--- config.mk ---
export PLATFORM = sky130hd
export DESIGN_NAME = memory_access_unit
export DESIGN_NICKNAME = d
export VERILOG_FILES = /design/src/rtl/memory_access_unit.sv
export SDC_FILE = /design/constraint.sdc
export NUM_CORES = 1
export LEC_CHECK = 0
export ABC_AREA = 1
export CORE_MARGIN = 2
export CORE_UTILIZATION = 36
export DETAILED_ROUTE_END_ITERATION = 8
export GPL_ROUTABILITY_DRIVEN = 0
export PLACE_DENSITY = 0.78
export REMOVE_ABC_BUFFERS = 1
export SLEW_MARGIN = 20
export SYNTH_ARGS = -nofsm -noshare
export SYNTH_HDL_FRONTEND = slang
export SYNTH_SLANG_ARGS = --single-unit
--- constraint.sdc ---
create_clock -name clk -period 2 [get_ports clk]
set_input_delay 0.4 -clock clk [delete_from_list [all_inputs] [get_ports clk]]
set_output_delay 0.4 -clock clk [all_outputs]
set_load 0.03 [all_outputs]
--- src/rtl/memory_access_unit.sv ---
// Load/store unit: decodes DTCM / ITCM / peripheral windows, formats
// sub-word data and reports misaligned, access and timeout faults.
module memory_access_unit #(
    parameter logic [31:0] DTCM_BASE     = 32'h1000,
    parameter logic [31:0] DTCM_SIZE     = 32'h4000,
    parameter logic [31:0] ITCM_BASE     = 32'h5000,
    parameter logic [31:0] ITCM_SIZE     = 32'h4000,
    parameter logic [31:0] PERIPH_BASE   = 32'h0000,
    parameter logic [31:0] PERIPH_SIZE   = 32'h1000,
    parameter bit          ITCM_WRITABLE = 1'b1,
    parameter int unsigned TIMEOUT       = 16,
    localparam int unsigned DAW = $clog2(DTCM_SIZE / 4),
    localparam int unsigned IAW = $clog2(ITCM_SIZE / 4),
    localparam int unsigned PAW = $clog2(PERIPH_SIZE)
) (
    input  logic           clk,
    input  logic           rst,
    input  logic           req_valid,
    output logic           req_ready,
    input  logic           req_we,
    input  logic [31:0]    req_addr,
    input  logic [31:0]    req_wdata,
    input  logic [1:0]     req_width,
    input  logic           req_sign_extend,
    output logic           resp_valid,
    output logic [31:0]    resp_rdata,
    output logic           resp_fault,
    output logic [1:0]     resp_fault_code,
    output logic           dtcm_en,
    output logic [3:0]     dtcm_be,
    output logic [DAW-1:0] dtcm_addr,
    output logic [31:0]    dtcm_wdata,
    input  logic [31:0]    dtcm_rdata,
    output logic           itcm_en,
    output logic [3:0]     itcm_be,
    output logic [IAW-1:0] itcm_addr,
    output logic [31:0]    itcm_wdata,
    input  logic [31:0]    itcm_rdata,
    output logic           periph_req,
    output logic           periph_we,
    output logic [3:0]     periph_be,
    output logic [PAW-1:0] periph_addr,
    output logic [31:0]    periph_wdata,
    input  logic [31:0]    periph_rdata,
    input  logic           periph_ack
);

    localparam int unsigned CW = $clog2(TIMEOUT + 1);

    typedef enum logic [2:0] {
        IDLE, TCM_ACC, TCM_DATA, PERIPH_WAIT, RESP
    } state_e;

    typedef enum logic [1:0] {
        T_NONE, T_DTCM, T_ITCM, T_PERIPH
    } tgt_e;

    state_e        state_q, state_d;
    tgt_e          tgt_in, tgt_q;
    logic [31:0]   off_in, off_q;
    logic [31:0]   wdata_q;
    logic [1:0]    alo_q, width_q;
    logic          we_q, sx_q;
    logic [CW-1:0] cnt_q;
    logic          rvalid_q, fault_q;
    logic [31:0]   rdata_q;
    logic [1:0]    code_q;

    logic [31:0] off_d, off_i, off_p;
    logic [1:0]  fc_in;
    logic        tmo;
    logic [3:0]  st_be;
    logic [31:0] st_wd;
    logic [31:0] ld_raw, ld_sh, ld_data;
    logic        unused_ok;

    assign off_d = req_addr - DTCM_BASE;
    assign off_i = req_addr - ITCM_BASE;
    assign off_p = req_addr - PERIPH_BASE;

    // Overlapping windows resolve peripheral first, then DTCM, then ITCM.
    always_comb begin
        tgt_in = T_NONE;
        off_in = '0;
        priority case (1'b1)
            off_p < PERIPH_SIZE: begin tgt_in = T_PERIPH; off_in = off_p; end
            off_d < DTCM_SIZE:   begin tgt_in = T_DTCM;   off_in = off_d; end
            off_i < ITCM_SIZE:   begin tgt_in = T_ITCM;   off_in = off_i; end
            default: ;
        endcase
    end

    always_comb begin
        fc_in = 2'd0;
        if (req_width == 2'b11)
            fc_in = 2'd2;
        else if ((req_width == 2'b01 && req_addr[0]) ||
                 (req_width == 2'b10 && req_addr[1:0] != 2'b00))
            fc_in = 2'd1;
        else if (tgt_in == T_NONE ||
                 (tgt_in == T_ITCM && req_we && !ITCM_WRITABLE))
            fc_in = 2'd2;
    end

    assign tmo = (cnt_q == CW'(TIMEOUT - 1));

    always_comb begin
        st_be = 4'b1111;
        st_wd = wdata_q;
        unique case (width_q)
            2'b00: begin
                st_be = 4'b0001 << alo_q;
                st_wd = {4{wdata_q[7:0]}};
            end
            2'b01: begin
                st_be = alo_q[1] ? 4'b1100 : 4'b0011;
                st_wd = {2{wdata_q[15:0]}};
            end
            default: ;
        endcase
        if (!we_q)
            st_be = 4'b0000;
    end

    always_comb begin
        ld_raw = (tgt_q == T_ITCM) ? itcm_rdata : dtcm_rdata;
        if (state_q == PERIPH_WAIT)
            ld_raw = periph_rdata;
        ld_sh   = ld_raw >> {alo_q, 3'b000};
        ld_data = ld_sh;
        unique case (width_q)
            2'b00: ld_data = {{24{sx_q & ld_sh[7]}}, ld_sh[7:0]};
            2'b01: ld_data = {{16{sx_q & ld_sh[15]}}, ld_sh[15:0]};
            default: ;
        endcase
        if (we_q)
            ld_data = '0;
    end

    always_ff @(posedge clk) begin
        if (rst)
            state_q <= IDLE;
        else
            state_q <= state_d;
    end

    always_comb begin
        state_d = state_q;
        unique case (state_q)
            IDLE: begin
                if (req_valid) begin
                    if (fc_in != 2'd0)
                        state_d = RESP;
                    else if (tgt_in == T_PERIPH)
                        state_d = PERIPH_WAIT;
                    else
                        state_d = TCM_ACC;
                end
            end
            TCM_ACC:     state_d = TCM_DATA;
            TCM_DATA:    state_d = RESP;
            PERIPH_WAIT: if (periph_ack || tmo) state_d = RESP;
            RESP:        state_d = IDLE;
            default:     state_d = IDLE;
        endcase
    end

    always_comb begin
        req_ready    = 1'b0;
        dtcm_en      = 1'b0;
        dtcm_be      = '0;
        dtcm_addr    = '0;
        dtcm_wdata   = '0;
        itcm_en      = 1'b0;
        itcm_be      = '0;
        itcm_addr    = '0;
        itcm_wdata   = '0;
        periph_req   = 1'b0;
        periph_we    = 1'b0;
        periph_be    = '0;
        periph_addr  = '0;
        periph_wdata = '0;
        unique case (state_q)
            IDLE: req_ready = 1'b1;
            TCM_ACC: begin
                if (tgt_q == T_ITCM) begin
                    itcm_en    = 1'b1;
                    itcm_be    = st_be;
                    itcm_addr  = off_q[IAW+1:2];
                    itcm_wdata = st_wd;
                end else begin
                    dtcm_en    = 1'b1;
                    dtcm_be    = st_be;
                    dtcm_addr  = off_q[DAW+1:2];
                    dtcm_wdata = st_wd;
                end
            end
            PERIPH_WAIT: begin
                periph_req   = 1'b1;
                periph_we    = we_q;
                periph_be    = st_be;
                periph_addr  = off_q[PAW-1:0];
                periph_wdata = st_wd;
            end
            default: ;
        endcase
    end

    always_ff @(posedge clk) begin
        if (rst) begin
            tgt_q    <= T_NONE;
            off_q    <= '0;
            wdata_q  <= '0;
            alo_q    <= '0;
            width_q  <= '0;
            we_q     <= 1'b0;
            sx_q     <= 1'b0;
            cnt_q    <= '0;
            rvalid_q <= 1'b0;
            rdata_q  <= '0;
            fault_q  <= 1'b0;
            code_q   <= '0;
        end else begin
            cnt_q    <= (state_q == PERIPH_WAIT) ? cnt_q + 1'b1 : '0;
            rvalid_q <= 1'b0;
            rdata_q  <= '0;
            fault_q  <= 1'b0;
            code_q   <= '0;
            unique case (state_q)
                IDLE: begin
                    if (req_valid) begin
                        tgt_q   <= tgt_in;
                        off_q   <= off_in;
                        wdata_q <= req_wdata;
                        alo_q   <= req_addr[1:0];
                        width_q <= req_width;
                        we_q    <= req_we;
                        sx_q    <= req_sign_extend;
                        if (fc_in != 2'd0) begin
                            rvalid_q <= 1'b1;
                            fault_q  <= 1'b1;
                            code_q   <= fc_in;
                        end
                    end
                end
                TCM_DATA: begin
                    rvalid_q <= 1'b1;
                    rdata_q  <= ld_data;
                end
                PERIPH_WAIT: begin
                    if (periph_ack) begin
                        rvalid_q <= 1'b1;
                        rdata_q  <= ld_data;
                    end else if (tmo) begin
                        rvalid_q <= 1'b1;
                        fault_q  <= 1'b1;
                        code_q   <= 2'd3;
                    end
                end
                default: ;
            endcase
        end
    end

    assign resp_valid      = rvalid_q;
    assign resp_rdata      = rdata_q;
    assign resp_fault      = fault_q;
    assign resp_fault_code = code_q;

    assign unused_ok = ^off_q;

endmodule

# [Yosys cells after proc, flatten, opt, wreduce, memory -nomap -nowiden]
# Cells that the tools add are included.
[classes] addsub=3 n_mul=0 div_mod_pow=0 n_lt_le_gt_ge=3 n_eq_ne=12 shift=2 n_mux=58 n_bitwise=3 reduce_logical=12
[ops] cell="$mux W32" n=9
[ops] cell="$pmux W32 S2" n=3
[ops] cell="$lt A32 B15 Y1 const B" n=2
[ops] cell="$mux W12" n=5
[ops] cell="$mux W14" n=3
[ops] cell="$lt A32 B13 Y1 const B" n=1
[ops] cell="$shr A32 B5 Y32" n=1
[ops] cell="$sub A32 B13 Y32 const B" n=1
[ops] cell="$sub A32 B15 Y32 const B" n=1
[ops] cell="$mux W4" n=7
[ops] cell="$mux W2" n=11
[ops] cell="$mux W1" n=12
[ops] cell="$pmux W3 S4" n=1
[ops] cell="$mux W3" n=3
[ops] cell="$eq A2 B2 Y1 const B" n=4
[ops] cell="$pmux W4 S2" n=1
[ops] cell="$eq A3 B2 Y1 const B" n=2
[ops] cell="$add A5 B1 Y5 const B" n=1
[ops] cell="$eq A5 B4 Y1 const B" n=1
[ops] cell="$eq A2 B1 Y1 const B" n=2
[ops] cell="$logic_not A2 Y1" n=2
[ops] cell="$pmux W2 S2" n=1
[ops] cell="$reduce_and A2 Y1" n=2
[ops] cell="$reduce_bool A2 Y1" n=2
[ops] cell="12 further kinds" n=15
[totals] ff_bits=98 latchBits=0 ramBits=0 mem_bits_ro=0 inputBits=168 output_inout_bits=185 word_cells=106 mem_count=0

# [Longest topological paths before layout]
# Gate-level depths: netlist of run 1.
[depth] depth_word=13 ltp_mapped=17 ltp_nobuf=17

# [Least setup slack after synthesis of run 1]
# OpenSTA, ideal clock, no wires.
[synth_path] kind="reg2out" from="reg tgt_q[0]" to="out dtcm_addr[0]" arrival_time_ps=2221 required_ps=1600 setup_slack_ps=-621 stages_incl_launch_ff=11 path_buffers=4 cell_sequence="dfxtp_1 > inv_1 > nand2_2 > inv_1 > buf_4 > buf_4 > nor2_1 > inv_1 > buf_2 > buf_1 > nor2_1"
[synth_via] elab_chain_cells=3
[synth_rtl] element="start, declared" line_no="59" source="tgt_e tgt_in, tgt_q;"
[synth_rtl] element="start signal, assigned" line_no="232" source="tgt_q <= tgt_in;"
[synth_rtl] element="$eq A2 B2 Y1" line_no="186" source="if (tgt_q == T_ITCM) begin"
[synth_rtl] element="$mux W12" line_no="186"
[synth_rtl] element="$mux W12" line_no="183" source="unique case (state_q)"
[synth_rtl] element="end, declared" line_no="31" source="output logic [DAW-1:0] dtcm_addr,"
# Every way passes these cells.

# [Worst setup path after layout of run 1]
[layout_path] from="reg state_q[1]" to="out itcm_wdata[20]"
[layout_via] elab_chain_cells=2
[layout_rtl] element="start, declared" line_no="58" source="state_e state_q, state_d;"
[layout_rtl] element="start signal, assigned" line_no="144" source="state_q <= state_d;"
[layout_rtl] element="$eq A3 B1 Y1" line_no="183"
[layout_rtl] element="$mux W32" line_no="183"
[layout_rtl] element="end, declared" line_no="37" source="output logic [31:0] itcm_wdata,"
# Every way passes these cells.

==> impl_metrics.yaml, run 1 <==
outcome:
  outcome: "complete, but fails checks"
  violations: "setup timing"
yosys:
  avgSynthCellArea_sq_um: 6.19
  synth_ff_type: "dfxtp_1"
  synth_cell_types: 47
  syn-cell-area_sq_mm: 0.00664
  syn_inst: 1074
  seq_area_frac_synth: 0.295
  yosys_warnings: 0
  ys_seq_elements: 98
  async_flop_share: 0
  synth-edff-count: 0
sta:
  setup_viol_count_final: 124
  holdWs_ps: 452
  finalHoldViolations: 0
  worst_pin_slew_ps: 530
  period_minus_slack_ps: 2120
  fin_crit_sh: 1.06
  worst_slack_ps: -119
  rsz0062_at_grt: "true"
  fmaxAchievable_ghz: 0.472
  slew_headroom: 0.643
  slew_viol_final: 0
  skew_ps: 8.87
clocking:
  cts_made_buffers: 9
  root_buffer: "clkbuf_16"
  htreeDepth: 3
  clock_path_buffers: 2
  cts_hold_buf: 0
  clock_latency_ps: 360
  clk_pin_slew_ps: 70
  cts_tree: "built"
  clock_sinks: 98
detailed_routing:
  viasPerCell: 5.28
  drt-initial-drc-count: 535
  drt-wirelength-per-cell_um: 18.8
  firstDrtPassIters: 5
  vias: 9348
  antenna_left: 0
  drc: 0
  drt_wl_total_mm: 33.2
pwr:
  peakVddDrop_mv: 0.406
  powerDensity_mw_per_mm2: 492
  p_leak_uw: 0.00541
min_path:
  hold_class: "flip-flop to flip-flop"
  whs_path_depth: 1
  min-delay-start: "cnt_q[0]$_SDFF_PP0_"
critical_path:
  crit_path_max_incr_delay_ps: 350
  worstPathRequired_ps: 1600
  crit_arrival_ps: 1720
  startpoint_type: "flip-flop"
  path_max_fanout: 7
  crit_path_end_kind: "primary output"
  setup.worst_path.class: "flip-flop to primary output"
  r2r_start: "state_q[2]$_SDFFE_PP0P_"
  path_cells: "inv_2, nand3_4, nor2_4, inv_8, clkbuf_16, nor2_2, buf_6"
  cp-startpoint: "state_q[1]$_SDFFE_PP0P_"
  reg2reg_depth: 12
  rrSetupSlack_ps: -90
  slowest_stage: "dfxtp_2"
global_routing:
  grt_pass1_wl_mm: 46.7
  antenna_found_initial: 2
  grt-ovfl-total: 0
  grt_pass1_vias: 8884
  grt_max_degree: 59
  grt_usage: 0.302
flow_run:
  max-cap-violations: 0
placed_design:
  dp.cells: 1698
  dp_slack_ps: -725
  dp_hpwl_mm: 21.0
  place.port_buffers: 352
layout:
  nets: 1708
  drive_above_1_share: 0.398
  multi_input_area_sq_mm: 0.00501
  fin_cells: 1772
  area_growth_pct: 98.0
  n_fill_cell: 1367
  final_util: 0.730
  area.sequential_sq_mm: 0.00198
floorplan:
  rows: 49
  initial_core_util: 0.369
  dieArea_sq_mm: 0.0196
  coreArea_sq_mm: 0.0180
  die_h_um: 140
  ios: 353
  die_x_um: 140
[critical path, delay by kind of cell, from the launching register on]
family | cells | cell delay (ps)
buffers and inverters | 4 | 550
AND/OR/NAND/NOR | 3 | 440
flip-flops | 1 | 350
[kinds of logic after synthesis]
| logic type | count (synthesis) | synth area share |
|---|---|---|
| xor+xnor | 3 | 0.00396 |
| fa+ha+maj | 4 | 0.00753 |
| simple gates | 564 | 0.373 |
| compound gates | 242 | 0.212 |
| buf+inv | 163 | 0.108 |
| flops | 98 | 0.295 |
[final cells by class]
class,instances,share of cell area
multi-input cells,813,0.381
repair buffers,513,0.392
well taps,229,0.0218
flip-flops and latches,98,0.151
clock inverters,6,0.00361
inverters,101,0.0319
diodes,2,0.000380
clock buffers,10,0.0182
[cells in the mapped netlist (2+ instances only)]
| master | n | area [sq um] |
|---|---|---|
| buf_2 | 8 | 40.0 |
| a2111oi_0 | 8 | 70.1 |
| o21ai_1 | 3 | 15.0 |
| clkbuf_1 | 37 | 139 |
| clkinv_1 | 2 | 7.51 |
| nand2_1 | 231 | 867 |
| nand3_1 | 50 | 250 |
| xor2_1 | 2 | 17.5 |
| buf_4 | 3 | 22.5 |
| o211a_1 | 7 | 70.1 |
| a21oi_2 | 13 | 114 |
| o21ai_0 | 109 | 546 |
| inv_1 | 98 | 368 |
| nand3_4 | 2 | 35.0 |
| nor2_1 | 223 | 837 |
| a221oi_1 | 7 | 61.3 |
| buf_6 | 3 | 33.8 |
| a22oi_1 | 7 | 52.6 |
| dfxtp_1 | 98 | 1960 |
| or2_2 | 4 | 25.0 |
| o211ai_1 | 5 | 37.5 |
| or2_1 | 2 | 12.5 |
| nor2_4 | 7 | 78.8 |
| buf_1 | 5 | 18.8 |
| nor2_2 | 10 | 62.6 |
| nand3_2 | 16 | 160 |
| a21oi_1 | 77 | 385 |
| clkbuf_8 | 3 | 41.3 |
| nand4_1 | 9 | 56.3 |
| nand2_2 | 5 | 31.3 |
| ha_1 | 4 | 50.1 |
[sequential cells by signal, indices dropped and copies added (netlist names), 2 cells and up]
| register | flops |
|---|---|
| tgt_q | 2 |
| resp_rdata | 32 |
| resp_fault_code | 2 |
| wdata_q | 32 |
| width_q | 2 |
| alo_q | 2 |
| off_q | 14 |
| state_q | 3 |
| cnt_q | 5 |
[layout by cell type, fill, tap and decap left out, types with 6 or more instances in the layout]
cell type / n
nand3_2: 16
o21ai_0: 61
buf_4: 188
nand3_4: 7
nor2_1: 113
buf_6: 94
o21ai_4: 8
clkbuf_16: 14
nor2_4: 74
inv_2: 11
a21oi_2: 18
inv_1: 81
nor2_2: 53
o21ai_2: 25
nand4_1: 9
o211a_1: 7
dfxtp_2: 6
a21oi_1: 70
dfxtp_1: 89
clkdlybuf4s50_1: 183
nand2_2: 11
nand2_1: 221
o21ai_1: 19
a221oi_1: 7
a22oi_2: 7
buf_12: 15
nand3_1: 45
buf_16: 9
clkbuf_2: 10
[power breakdown]
part / switching, uW / total (uW) / internal (uW) / leakage [uW]
logic: 1460 / 2610 / 1150 / 0.00447
clock network: 843 / 1730 / 890 / 0.000133
registers: 78.6 / 2130 / 2050 / 0.000803
total: 2380 / 6470 / 4100 / 0.00541
[final timing paths]
path	endpoint
hold reg to reg	cnt_q[0]$_SDFF_PP0_
setup / recovery	itcm_wdata[20]
hold / removal	cnt_q[0]$_SDFF_PP0_
setup reg to reg	resp_rdata[17]$_SDFF_PP0_
[timing repair]
action	CTS	global route
gates cloned	10	7
setup buffers	30	12
resized for setup	302	234
endpoints found under the setup margin	181	191
pin swaps	36	63
[through the flow]
stage	TNS (ps)	power [uW]	cell area, sq um
final	-7940	6470	13200
after global routing	-15540	6750	13200
after CTS	-4980	6210	12300
after detailed placement	-18580	4070	10700
after global placement	-15900	4050	10700
after floorplan	-289890	3030	6310
[layer usage]
metal / global-route usage / up-vias / share of wire
met5: 0 / - / 0
met1: 0.345 / 4364 / 0.37
met4: 0.141 / 0 / 0.048
met2: 0.541 / 474 / 0.50
li1: - / 4426 / -
met3: 0.0564 / 84 / 0.079
No activity file was read; power rests on OpenSTA's default activity.
==> run 2, diff against run 1 <==
--- a/config.mk
+++ b/config.mk
@@ -10,6 +10,7 @@
 export CORE_UTILIZATION = 36
 export DETAILED_ROUTE_END_ITERATION = 8
 export GPL_ROUTABILITY_DRIVEN = 0
+export HOLD_SLACK_MARGIN = 0.08
 export PLACE_DENSITY = 0.78
 export REMOVE_ABC_BUFFERS = 1
 export SLEW_MARGIN = 20
==> results of run 2 <==
No change in the layout: final DEF, timing and power equal those of run 1.
